==> config.mk <==
export PLATFORM = sky130hd
export DESIGN_NAME = icb_dma
export DESIGN_NICKNAME = d
export VERILOG_FILES = /design/src/rtl/icb_dma_pkg.sv /design/src/rtl/icb_dma.sv
export SDC_FILE = /design/constraint.sdc
export NUM_CORES = 1
export LEC_CHECK = 0
export ABC_CLOCK_PERIOD_IN_PS = 2900
export CAP_MARGIN = 20
export CORE_AREA = 8 8 158 160
export CTS_CLUSTER_SIZE = 25
export DETAILED_ROUTE_END_ITERATION = 10
export DIE_AREA = 0 0 166 168
export GPL_ROUTABILITY_DRIVEN = 1
export HOLD_SLACK_MARGIN = 0.15
export PLACE_DENSITY_LB_ADDON = 0.3
export REMOVE_ABC_BUFFERS = 1
export SYNTH_ARGS = -nofsm -noshare
export SYNTH_HDL_FRONTEND = slang
export SYNTH_SLANG_ARGS = --single-unit
==> constraint.sdc <==
create_clock -name clk -period 2.9 [get_ports clk]
set_clock_uncertainty 0.15 [all_clocks]
set_input_delay 0.435 -clock clk [delete_from_list [all_inputs] [get_ports clk]]
set_output_delay 0.435 -clock clk [all_outputs]
set_load 0.02 [all_outputs]
==> src/rtl/icb_dma_pkg.sv <==
// Shared register map, CTRL/STAT bit positions and FSM encoding for icb_dma.
package icb_dma_pkg;

    localparam logic [7:0] REG_CTRL = 8'h00;
    localparam logic [7:0] REG_STAT = 8'h04;
    localparam logic [7:0] REG_SRC  = 8'h08;
    localparam logic [7:0] REG_DST  = 8'h0C;
    localparam logic [7:0] REG_LEN  = 8'h10;

    localparam int CTRL_START   = 0;
    localparam int CTRL_IRQ_EN  = 1;
    localparam int CTRL_SRC_INC = 2;
    localparam int CTRL_DST_INC = 3;
    localparam int CTRL_FILL    = 4;

    localparam int STAT_BUSY = 0;
    localparam int STAT_DONE = 1;
    localparam int STAT_ERR  = 2;

    typedef enum logic [2:0] {
        ST_IDLE   = 3'd0,
        ST_RD_CMD = 3'd1,
        ST_RD_RSP = 3'd2,
        ST_WR_CMD = 3'd3,
        ST_WR_RSP = 3'd4
    } dma_state_e;

endpackage

==> src/rtl/icb_dma.sv <==
// Single-channel word DMA with an ICB master port and a small register block.
// Build option DMA_FILL_EN adds CTRL.FILL: write the SRC value to every destination word.
module icb_dma
    import icb_dma_pkg::*;
(
    input  logic        clk,
    input  logic        rst_n,
    input  logic [7:0]  waddr_i,
    input  logic [31:0] data_i,
    input  logic [3:0]  sel_i,
    input  logic        we_i,
    input  logic [7:0]  raddr_i,
    input  logic        rd_i,
    output logic [31:0] data_o,
    output logic        m_icb_cmd_valid,
    input  logic        m_icb_cmd_ready,
    output logic [31:0] m_icb_cmd_addr,
    output logic        m_icb_cmd_read,
    output logic [31:0] m_icb_cmd_wdata,
    output logic [3:0]  m_icb_cmd_wmask,
    input  logic        m_icb_rsp_valid,
    output logic        m_icb_rsp_ready,
    input  logic        m_icb_rsp_err,
    input  logic [31:0] m_icb_rsp_rdata,
    output logic        irq_dma_done
);

    dma_state_e  state, state_nxt;
    logic        busy;
    logic        irq_en, src_inc, dst_inc, fill;
    logic        done, err;
    logic [31:2] src, dst, src_w, dst_w;
    logic [15:0] len, len_w;
    logic [31:0] buf_q, rdata;
    logic        cfg_we, stat_we, start_req, start_go, start_fill;
    logic        ld_buf, word_done, xfer_end, xfer_abort;

    assign busy      = (state != ST_IDLE);
    assign cfg_we    = we_i && !busy;
    assign stat_we   = we_i && (waddr_i == REG_STAT) && sel_i[0];
    assign start_req = cfg_we && (waddr_i == REG_CTRL) && sel_i[0] && data_i[CTRL_START];
    assign start_go  = start_req && (len != 16'd0);

`ifdef DMA_FILL_EN
    // Address bits [1:0] always read back as 0, but the fill pattern needs the full word.
    logic [1:0] src_lo;
    // FILL arrives in the same CTRL write as START, so take it from the bus.
    assign start_fill = data_i[CTRL_FILL];
`else
    assign fill       = 1'b0;
    assign start_fill = 1'b0;
`endif

    // Programmed configuration; frozen while a transfer runs.
    always_ff @(posedge clk or negedge rst_n) begin
        if (!rst_n) begin
            irq_en  <= 1'b0;
            src_inc <= 1'b0;
            dst_inc <= 1'b0;
            src     <= '0;
            dst     <= '0;
            len     <= '0;
`ifdef DMA_FILL_EN
            fill    <= 1'b0;
            src_lo  <= 2'b00;
`endif
        end else if (cfg_we) begin
            case (waddr_i)
                REG_CTRL: if (sel_i[0]) begin
                    irq_en  <= data_i[CTRL_IRQ_EN];
                    src_inc <= data_i[CTRL_SRC_INC];
                    dst_inc <= data_i[CTRL_DST_INC];
`ifdef DMA_FILL_EN
                    fill    <= data_i[CTRL_FILL];
`endif
                end
                REG_SRC: begin
                    if (sel_i[0]) src[7:2] <= data_i[7:2];
`ifdef DMA_FILL_EN
                    if (sel_i[0]) src_lo <= data_i[1:0];
`endif
                    for (int b = 1; b < 4; b++)
                        if (sel_i[b]) src[8*b +: 8] <= data_i[8*b +: 8];
                end
                REG_DST: begin
                    if (sel_i[0]) dst[7:2] <= data_i[7:2];
                    for (int b = 1; b < 4; b++)
                        if (sel_i[b]) dst[8*b +: 8] <= data_i[8*b +: 8];
                end
                REG_LEN: begin
                    if (sel_i[0]) len[7:0]  <= data_i[7:0];
                    if (sel_i[1]) len[15:8] <= data_i[15:8];
                end
                default: ;
            endcase
        end
    end

    always_ff @(posedge clk or negedge rst_n) begin
        if (!rst_n) state <= ST_IDLE;
        else        state <= state_nxt;
    end

    always_comb begin
        state_nxt       = state;
        m_icb_cmd_valid = 1'b0;
        m_icb_cmd_read  = 1'b0;
        m_icb_cmd_addr  = '0;
        m_icb_cmd_wdata = '0;
        m_icb_cmd_wmask = '0;
        m_icb_rsp_ready = 1'b0;
        ld_buf          = 1'b0;
        word_done       = 1'b0;
        xfer_end        = 1'b0;
        xfer_abort      = 1'b0;
        case (state)
            ST_IDLE: if (start_go) state_nxt = start_fill ? ST_WR_CMD : ST_RD_CMD;
            ST_RD_CMD: begin
                m_icb_cmd_valid = 1'b1;
                m_icb_cmd_read  = 1'b1;
                m_icb_cmd_addr  = {src_w, 2'b00};
                if (m_icb_cmd_ready) state_nxt = ST_RD_RSP;
            end
            ST_RD_RSP: begin
                m_icb_rsp_ready = 1'b1;
                if (m_icb_rsp_valid) begin
                    if (m_icb_rsp_err) begin
                        xfer_abort = 1'b1;
                        state_nxt  = ST_IDLE;
                    end else begin
                        ld_buf    = 1'b1;
                        state_nxt = ST_WR_CMD;
                    end
                end
            end
            ST_WR_CMD: begin
                m_icb_cmd_valid = 1'b1;
                m_icb_cmd_addr  = {dst_w, 2'b00};
                m_icb_cmd_wdata = buf_q;
                m_icb_cmd_wmask = 4'hF;
                if (m_icb_cmd_ready) state_nxt = ST_WR_RSP;
            end
            ST_WR_RSP: begin
                m_icb_rsp_ready = 1'b1;
                if (m_icb_rsp_valid) begin
                    if (m_icb_rsp_err) begin
                        xfer_abort = 1'b1;
                        state_nxt  = ST_IDLE;
                    end else begin
                        word_done = 1'b1;
                        if (len_w > 16'd1) begin
                            state_nxt = fill ? ST_WR_CMD : ST_RD_CMD;
                        end else begin
                            xfer_end  = 1'b1;
                            state_nxt = ST_IDLE;
                        end
                    end
                end
            end
            default: state_nxt = ST_IDLE;
        endcase
    end

    // Working copies, data buffer and status flags.
    always_ff @(posedge clk or negedge rst_n) begin
        if (!rst_n) begin
            src_w <= '0;
            dst_w <= '0;
            len_w <= '0;
            buf_q <= '0;
            done  <= 1'b0;
            err   <= 1'b0;
        end else begin
            if (cfg_we && waddr_i == REG_LEN) begin
                if (sel_i[0]) len_w[7:0]  <= data_i[7:0];
                if (sel_i[1]) len_w[15:8] <= data_i[15:8];
            end
            if (start_go) begin
                src_w <= src;
                dst_w <= dst;
                len_w <= len;
`ifdef DMA_FILL_EN
                if (start_fill) buf_q <= {src, src_lo};
`endif
            end
            if (ld_buf) buf_q <= m_icb_rsp_rdata;
            if (word_done) begin
                len_w <= len_w - 16'd1;
                if (src_inc) src_w <= src_w + 30'd1;
                if (dst_inc) dst_w <= dst_w + 30'd1;
            end
            // Clear first so a completion on the same edge wins.
            if (stat_we && data_i[STAT_DONE]) done <= 1'b0;
            if (stat_we && data_i[STAT_ERR])  err  <= 1'b0;
            if (start_go) begin
                done <= 1'b0;
                err  <= 1'b0;
            end
            if ((start_req && len == 16'd0) || xfer_end) done <= 1'b1;
            if (xfer_abort) begin
                done <= 1'b1;
                err  <= 1'b1;
            end
        end
    end

    // LEN reads the working count so an aborted transfer shows what is left.
    always_comb begin
        rdata = '0;
        case (raddr_i)
            REG_CTRL: rdata = {27'd0, fill, dst_inc, src_inc, irq_en, 1'b0};
            REG_STAT: rdata = {29'd0, err, done, busy};
            REG_SRC:  rdata = {src, 2'b00};
            REG_DST:  rdata = {dst, 2'b00};
            REG_LEN:  rdata = {16'd0, len_w};
            default:  rdata = '0;
        endcase
    end

    always_ff @(posedge clk or negedge rst_n) begin
        if (!rst_n)    data_o <= '0;
        else if (rd_i) data_o <= rdata;
    end

    assign irq_dma_done = done & irq_en;

endmodule

==> results of run 1 <==
[how the worst max path moves through the flow]
stage | cells past startpoint | start | to
2_1_floorplan | 2 | state[1] | buf_q[0]
6_report | 4 | state[2] | m_icb_cmd_addr[3]
3_3_place_gp | 8 | waddr_i[5] | len_w[5]
4_1_cts | 4 | state[2] | m_icb_cmd_wmask[1]
3_5_place_dp | 8 | waddr_i[5] | len_w[2]
5_1_grt | 4 | state[2] | m_icb_cmd_addr[3]
[per-layer routing]
metal / global-route usage / up-vias / wire length (um) / share of wire
met1: 0.349 / 5262 / 16000 / 0.43
met2: 0.420 / 541 / 17200 / 0.46
met3: 0.0601 / 72 / 3270 / 0.088
met5: 0 / - / 0 / 0
li1: - / 4846 / - / -
met4: 0.0644 / 0 / 762 / 0.020
[cells in the mapped netlist (6+ instances only)]
master,count
dfrtp_1,224
nor2_1,108
nand2_1,102
mux2_2,96
mux2i_1,60
and3_1,53
clkbuf_1,52
a21oi_1,51
inv_1,49
nor3_1,48
o22ai_1,43
o21ai_0,28
nand3_1,27
nand4_1,23
a211oi_1,18
a2bb2oi_1,12
nor4_1,12
and4_1,11
a311oi_1,9
o32ai_1,8
a31oi_1,7
and2_1,7
buf_6,7
nor2_2,6
or4_1,6
[critical path: cells and delay by family, from the launching register on]
family	cells	cell delay [ns]
AND/OR/NAND/NOR	2	0.45
buffers and inverters	2	0.89
flip-flops	1	0.38
[flip-flops by register name, summed over array words and instances, names as in the netlist]
register and count:
irq_en 1, dst 30, len 16, buf_q 32, dst_inc 1, src_w 30, src_inc 1, dst_w 30
err 1, src 30, len_w 16, done 1, data_o 32, state 3
[final cells by class]
type                            count  area, um2
Inverter                           49        186
Clock inverter                     10        106
Tap cell                          285        357
Timing Repair Buffer              281       2770
Multi-Input combinational cell    841       5750
Sequential cell                   224       5610
Clock buffer                       34        679
Fill cell                        1682       6920
[timing repair]
item,4_1_cts,5_1_grt
cloned,0,1
hold buffers,1,0
setup endpoints to repair,48,5
gates resized for setup,29,6
endpoints found under the hold margin,67,0
[power by group]
part           leakage, nW  internal [W]  switching (W)
Clock                0.387       0.00181        0.00127
Combinational         3.64       0.00101        0.00118
Sequential            3.01       0.00352       0.000347
[logic make-up (layout without fill, tap and decap cells)]
group | count (synthesis) | after routing | synth area share
AND/OR/NAND/NOR | 435 | 435 | 0.189
AO/OA/AOI/OAI | 236 | 236 | 0.141
flip-flops | 224 | 224 | 0.471
multiplexers | 157 | 157 | 0.143
buffers and inverters | 122 | 374 | 0.0462
XOR/XNOR | 7 | 7 | 0.00515
adder cells (fa/ha/maj) | 4 | 4 | 0.00421
other | 1 | 2 | 0.000315
[through the flow]
| stage | TNS [ns] | total power, W | util |
|---|---|---|---|
| 2_1_floorplan | -82.63 | 0.00507 | - |
| 3_3_place_gp | -2.58 | 0.00597 | 0.654 |
| 3_5_place_dp | -8.11 | 0.00604 | 0.654 |
| 4_1_cts | 0 | 0.00910 | 0.689 |
| 5_1_grt | 0 | 0.00952 | 0.691 |
| 6_report | 0 | 0.00914 | 0.691 |
==> impl_metrics.json, run 1 <==
{
  "status": "complete, no violations",
  "cts-root-buf": "clkbuf_16",
  "drc": 0,
  "postCtsSetupBuffers": 0,
  "initial_utilization": 0.532,
  "placed_cell_area_um2": 14600,
  "dp_cells": 1678,
  "drt_iter0_drc": 1248,
  "clockBufferDepth": 3,
  "final_cells": 1724,
  "path_cells": "nand2b_2, buf_6, nor2_1, clkdlybuf4s50_1",
  "dp_hpwl_um": 27200,
  "ys_ff_latch": 224,
  "ys_top_cells_by_area": "dfrtp_1, mux2_2, mux2i_1",
  "ys_seq_area_frac": 0.471,
  "yosysTopAreaCellShare": 0.471,
  "grt_overflow_total": 0,
  "first_pass_iters": 5,
  "ys.flop_type": "dfrtp_1",
  "fin_crit_sh": 0.980,
  "drv_cap": 0,
  "rows": 55,
  "setup_viol": 0,
  "reg2reg_slack_ns": 0.30,
  "critPathCaptureType": "output port",
  "drive_above_1_share": 0.188,
  "nets": 1517,
  "dieArea_um2": 27900,
  "whs_ns": 0.297,
  "io_buffers": 192,
  "ant_nets": 0,
  "async_flop_share": 1.00,
  "core_um2": 22400,
  "ios": 195,
  "cts_sinks": 224,
  "hold_depth": 3,
  "postSynthCellCount": 1186,
  "fmax_mhz": 352,
  "min-delay-start": "raddr_i[2]",
  "crit_fanout": 33,
  "antenna_found_initial": 0,
  "synth_top_area_cell": "dfrtp_1",
  "r2r_start": "state[1]",
  "vias": 10700,
  "rr_worst_depth": 7,
  "cp.required_ns": 2.32,
  "yosysWarningCount": 0,
  "area.growth.synth_to_final_pct": 29.9,
  "die_h_um": 168,
  "slew_headroom": 0.507,
  "synthDistinctLibCells": 79,
  "synth_edf_count": 0,
  "antennaDiodeCount": 0,
  "wl_per_cell_um": 21.6,
  "hold_end": "data_o[0]",
  "grt_max_degree": 78,
  "cts_made_buffers": 25,
  "layout_common_cells": "dfrtp_1, clkdlybuf4s50_1, nor2_1",
  "path_clk_slew_ns": 0.06,
  "cp-start-kind": "flip-flop",
  "cts-htree-levels": 1,
  "p_per_area_nw_per_um2": 591,
  "path_class": "reg2out",
  "setup_ws_ns": 0.0571,
  "grt_pass1_wl_um": 59000,
  "syn_area_um2": 11900,
  "vias_per_cell": 6.22,
  "insertion_delay_ns": 0.52,
  "cp_data_arrival_time_ns": 2.26,
  "cp_slowest_stage_delay_ns": 0.63,
  "place.gp.congestion": 0.948,
  "ir_drop_mv": 0.523,
  "layout_commonest_cell": "dfrtp_1",
  "preCtsSetupSlack_ns": -0.139,
  "hold_violations": 0,
  "critPathSlowestCell": "clkdlybuf4s50_1",
  "reg2reg_to": "src_w[29]",
  "die_x_um": 166,
  "maxSlewViolCount": 0,
  "p_leak_nw": 7.03,
  "worstMarginPinSlew_ns": 0.733,
  "rsz0062_at_grt": "no",
  "routed_wl_um": 37200,
  "grt_pass1_vias": 10600,
  "tritoncts": "built",
  "layout_min_cycle_time_ns": 2.84,
  "hold_path_class": "in2reg",
  "syn_area_per_cell_um2": 10.0,
  "grt_usage": 0.260,
  "fin_area_um2": 15400
}
(Power assumes the default switching activity.)
==> run 2: changes to the inputs <==
CORE_AREA = 4 4 154 156   (was 8 8 158 160)
DIE_AREA = 0 0 158 160   (was 0 0 166 168)
==> run 2 against run 1 <==
Against the previous run:
- combinational power rose by 3%
- register-to-register slack lost 0.15 ns
- worst hold slack better by 0.033 ns
- critical path depth is the same
- critical path type unchanged
- worst setup slack lost 0.020 ns
==> impl_metrics.json, run 2 (synthesis results as in run 1) <==
{
  "status": "complete, no violations",
  "layout_commonest_cell": "dfrtp_1",
  "hold_path_class": "in2async",
  "routed_wl_um": 37000,
  "hold_violations": 0,
  "fmax_mhz": 349,
  "vias_per_cell": 6.21,
  "nets": 1520,
  "ios": 195,
  "core_um2": 22400,
  "multi_input_area_um2": 5750,
  "initial_utilization": 0.532,
  "maxSlewViolCount": 0,
  "p_leak_nw": 7.18,
  "placed_cell_area_um2": 14700,
  "dp_hpwl_um": 26400,
  "cts_made_buffers": 24,
  "crit_fanout": 33,
  "cts-root-buf": "clkbuf_16",
  "wl_per_cell_um": 21.4,
  "drt_iter0_drc": 1172,
  "critPathCaptureType": "output port",
  "rows": 55,
  "drc": 0,
  "cts_sinks": 224,
  "cts-htree-levels": 1,
  "final_cells": 1727,
  "cp.required_ns": 2.32,
  "slew_headroom": 0.605,
  "fill_cells": 1682,
  "grt_max_degree": 78,
  "fin_crit_sh": 0.987,
  "switching_share": 0.300,
  "fin_tns_setup_ns": 0,
  "die_h_um": 160,
  "regArea_um2": 5610,
  "p_int_w": 0.00669,
  "setup_viol": 0,
  "switchingPower_w": 0.00286,
  "clockBufferDepth": 3,
  "first_pass_iters": 5,
  "antennaDiodeCount": 0,
  "worstMarginPinSlew_ns": 0.587,
  "ant_nets": 0,
  "top_regs": "buf_q: 32 flops, data_o: 32 flops",
  "cp-start-kind": "flip-flop",
  "fin_util": 0.699,
  "whs_ns": 0.330,
  "layout_common_cells": "dfrtp_1, clkdlybuf4s50_1, nor2_1",
  "insertion_delay_ns": 0.53,
  "place.gp.congestion": 0.923,
  "fin_area_um2": 15600,
  "p_per_area_nw_per_um2": 611,
  "grt_pass1_wl_um": 57500,
  "grt_overflow_total": 0,
  "die_x_um": 158,
  "vias": 10700,
  "cp_data_arrival_time_ns": 2.28,
  "io_buffers": 192,
  "clkPwrFrac": 0.360,
  "area.growth.synth_to_final_pct": 31.3,
  "layout_min_cycle_time_ns": 2.86,
  "dieArea_um2": 25300,
  "path_class": "reg2out",
  "drv_cap": 0,
  "combPwrFrac": 0.235,
  "pwr-share-seq": 0.405,
  "tritoncts": "built",
  "antenna_found_initial": 0,
  "path_clk_slew_ns": 0.06,
  "grt_pass1_vias": 10500,
  "dp_cells": 1680,
  "ir_drop_mv": 0.482,
  "drive_above_1_share": 0.193,
  "grt_usage": 0.282
}
==> run 2: final timing paths <==
path	startpoint	depth (start not counted)	endpoint	slack, ns
max	state[2]	4	m_icb_cmd_addr[7]	0.04
min in group clk	buf_q[29]	1	buf_q[29]	0.35
min	rst_n	2	data_o[11]	0.33
max in group asynchronous	rst_n	3	src_w[20]	1.58
min reg2reg	buf_q[29]	1	buf_q[29]	0.35
max reg2reg	state[1]	7	src_w[29]	0.15
==> run 2: area by class of cell <==
class | count | area share
sequential | 224 | 0.359
multi-input combinational | 841 | 0.368
clock buffer | 29 | 0.0409
timing repair buffer | 285 | 0.182
tap | 285 | 0.0228
inverter | 49 | 0.0118
clock inverter | 14 | 0.0159
==> run 2: metrics by stage <==
stage / power [W] / setup slack (ns)
finish: 0.00955 / 0.0368
global route: 0.00997 / -0.00102
detailed placement: 0.00608 / -0.116
floorplan: 0.00507 / -0.916
CTS: 0.00948 / 0.0119
global placement: 0.00602 / -0.0803
==> run 2: critical path, cell delays in order (launching register included) <==
cell             delay [ns]
dfrtp_1                0.43
nand2b_2               0.29
buf_12                 0.21
nor2_1                 0.15
clkdlybuf4s50_1        0.65
==> run 2: metal layers <==
layer / GRT usage / routed length [um] / up-vias
met4: 0.0911 / 1100 / 0
met3: 0.0466 / 3740 / 80
li1: - / - / 4850
met5: 0 / 0 / -
met2: 0.447 / 17200 / 582
met1: 0.398 / 14900 / 5205
==> run 2: power by group through the flow <==
stage                     Sequential [W]  Combinational (W)  Clock, W
after global placement           0.00387            0.00215         0
after floorplan                  0.00389            0.00118         0
after detailed placement         0.00389            0.00219         0
final                            0.00387            0.00225   0.00344
after CTS                        0.00384            0.00216   0.00349
after global routing             0.00392            0.00242   0.00362
==> run 2: timing repair <==
| action | in CTS | in global routing |
|---|---|---|
| hold buffers | 1 | 0 |
| gates cloned | 0 | 2 |
| buffers inserted | 0 | 1 |
| endpoints found under the setup margin | 44 | 10 |
| endpoints found under the hold margin | 63 | 0 |
| resized for setup | 39 | 7 |
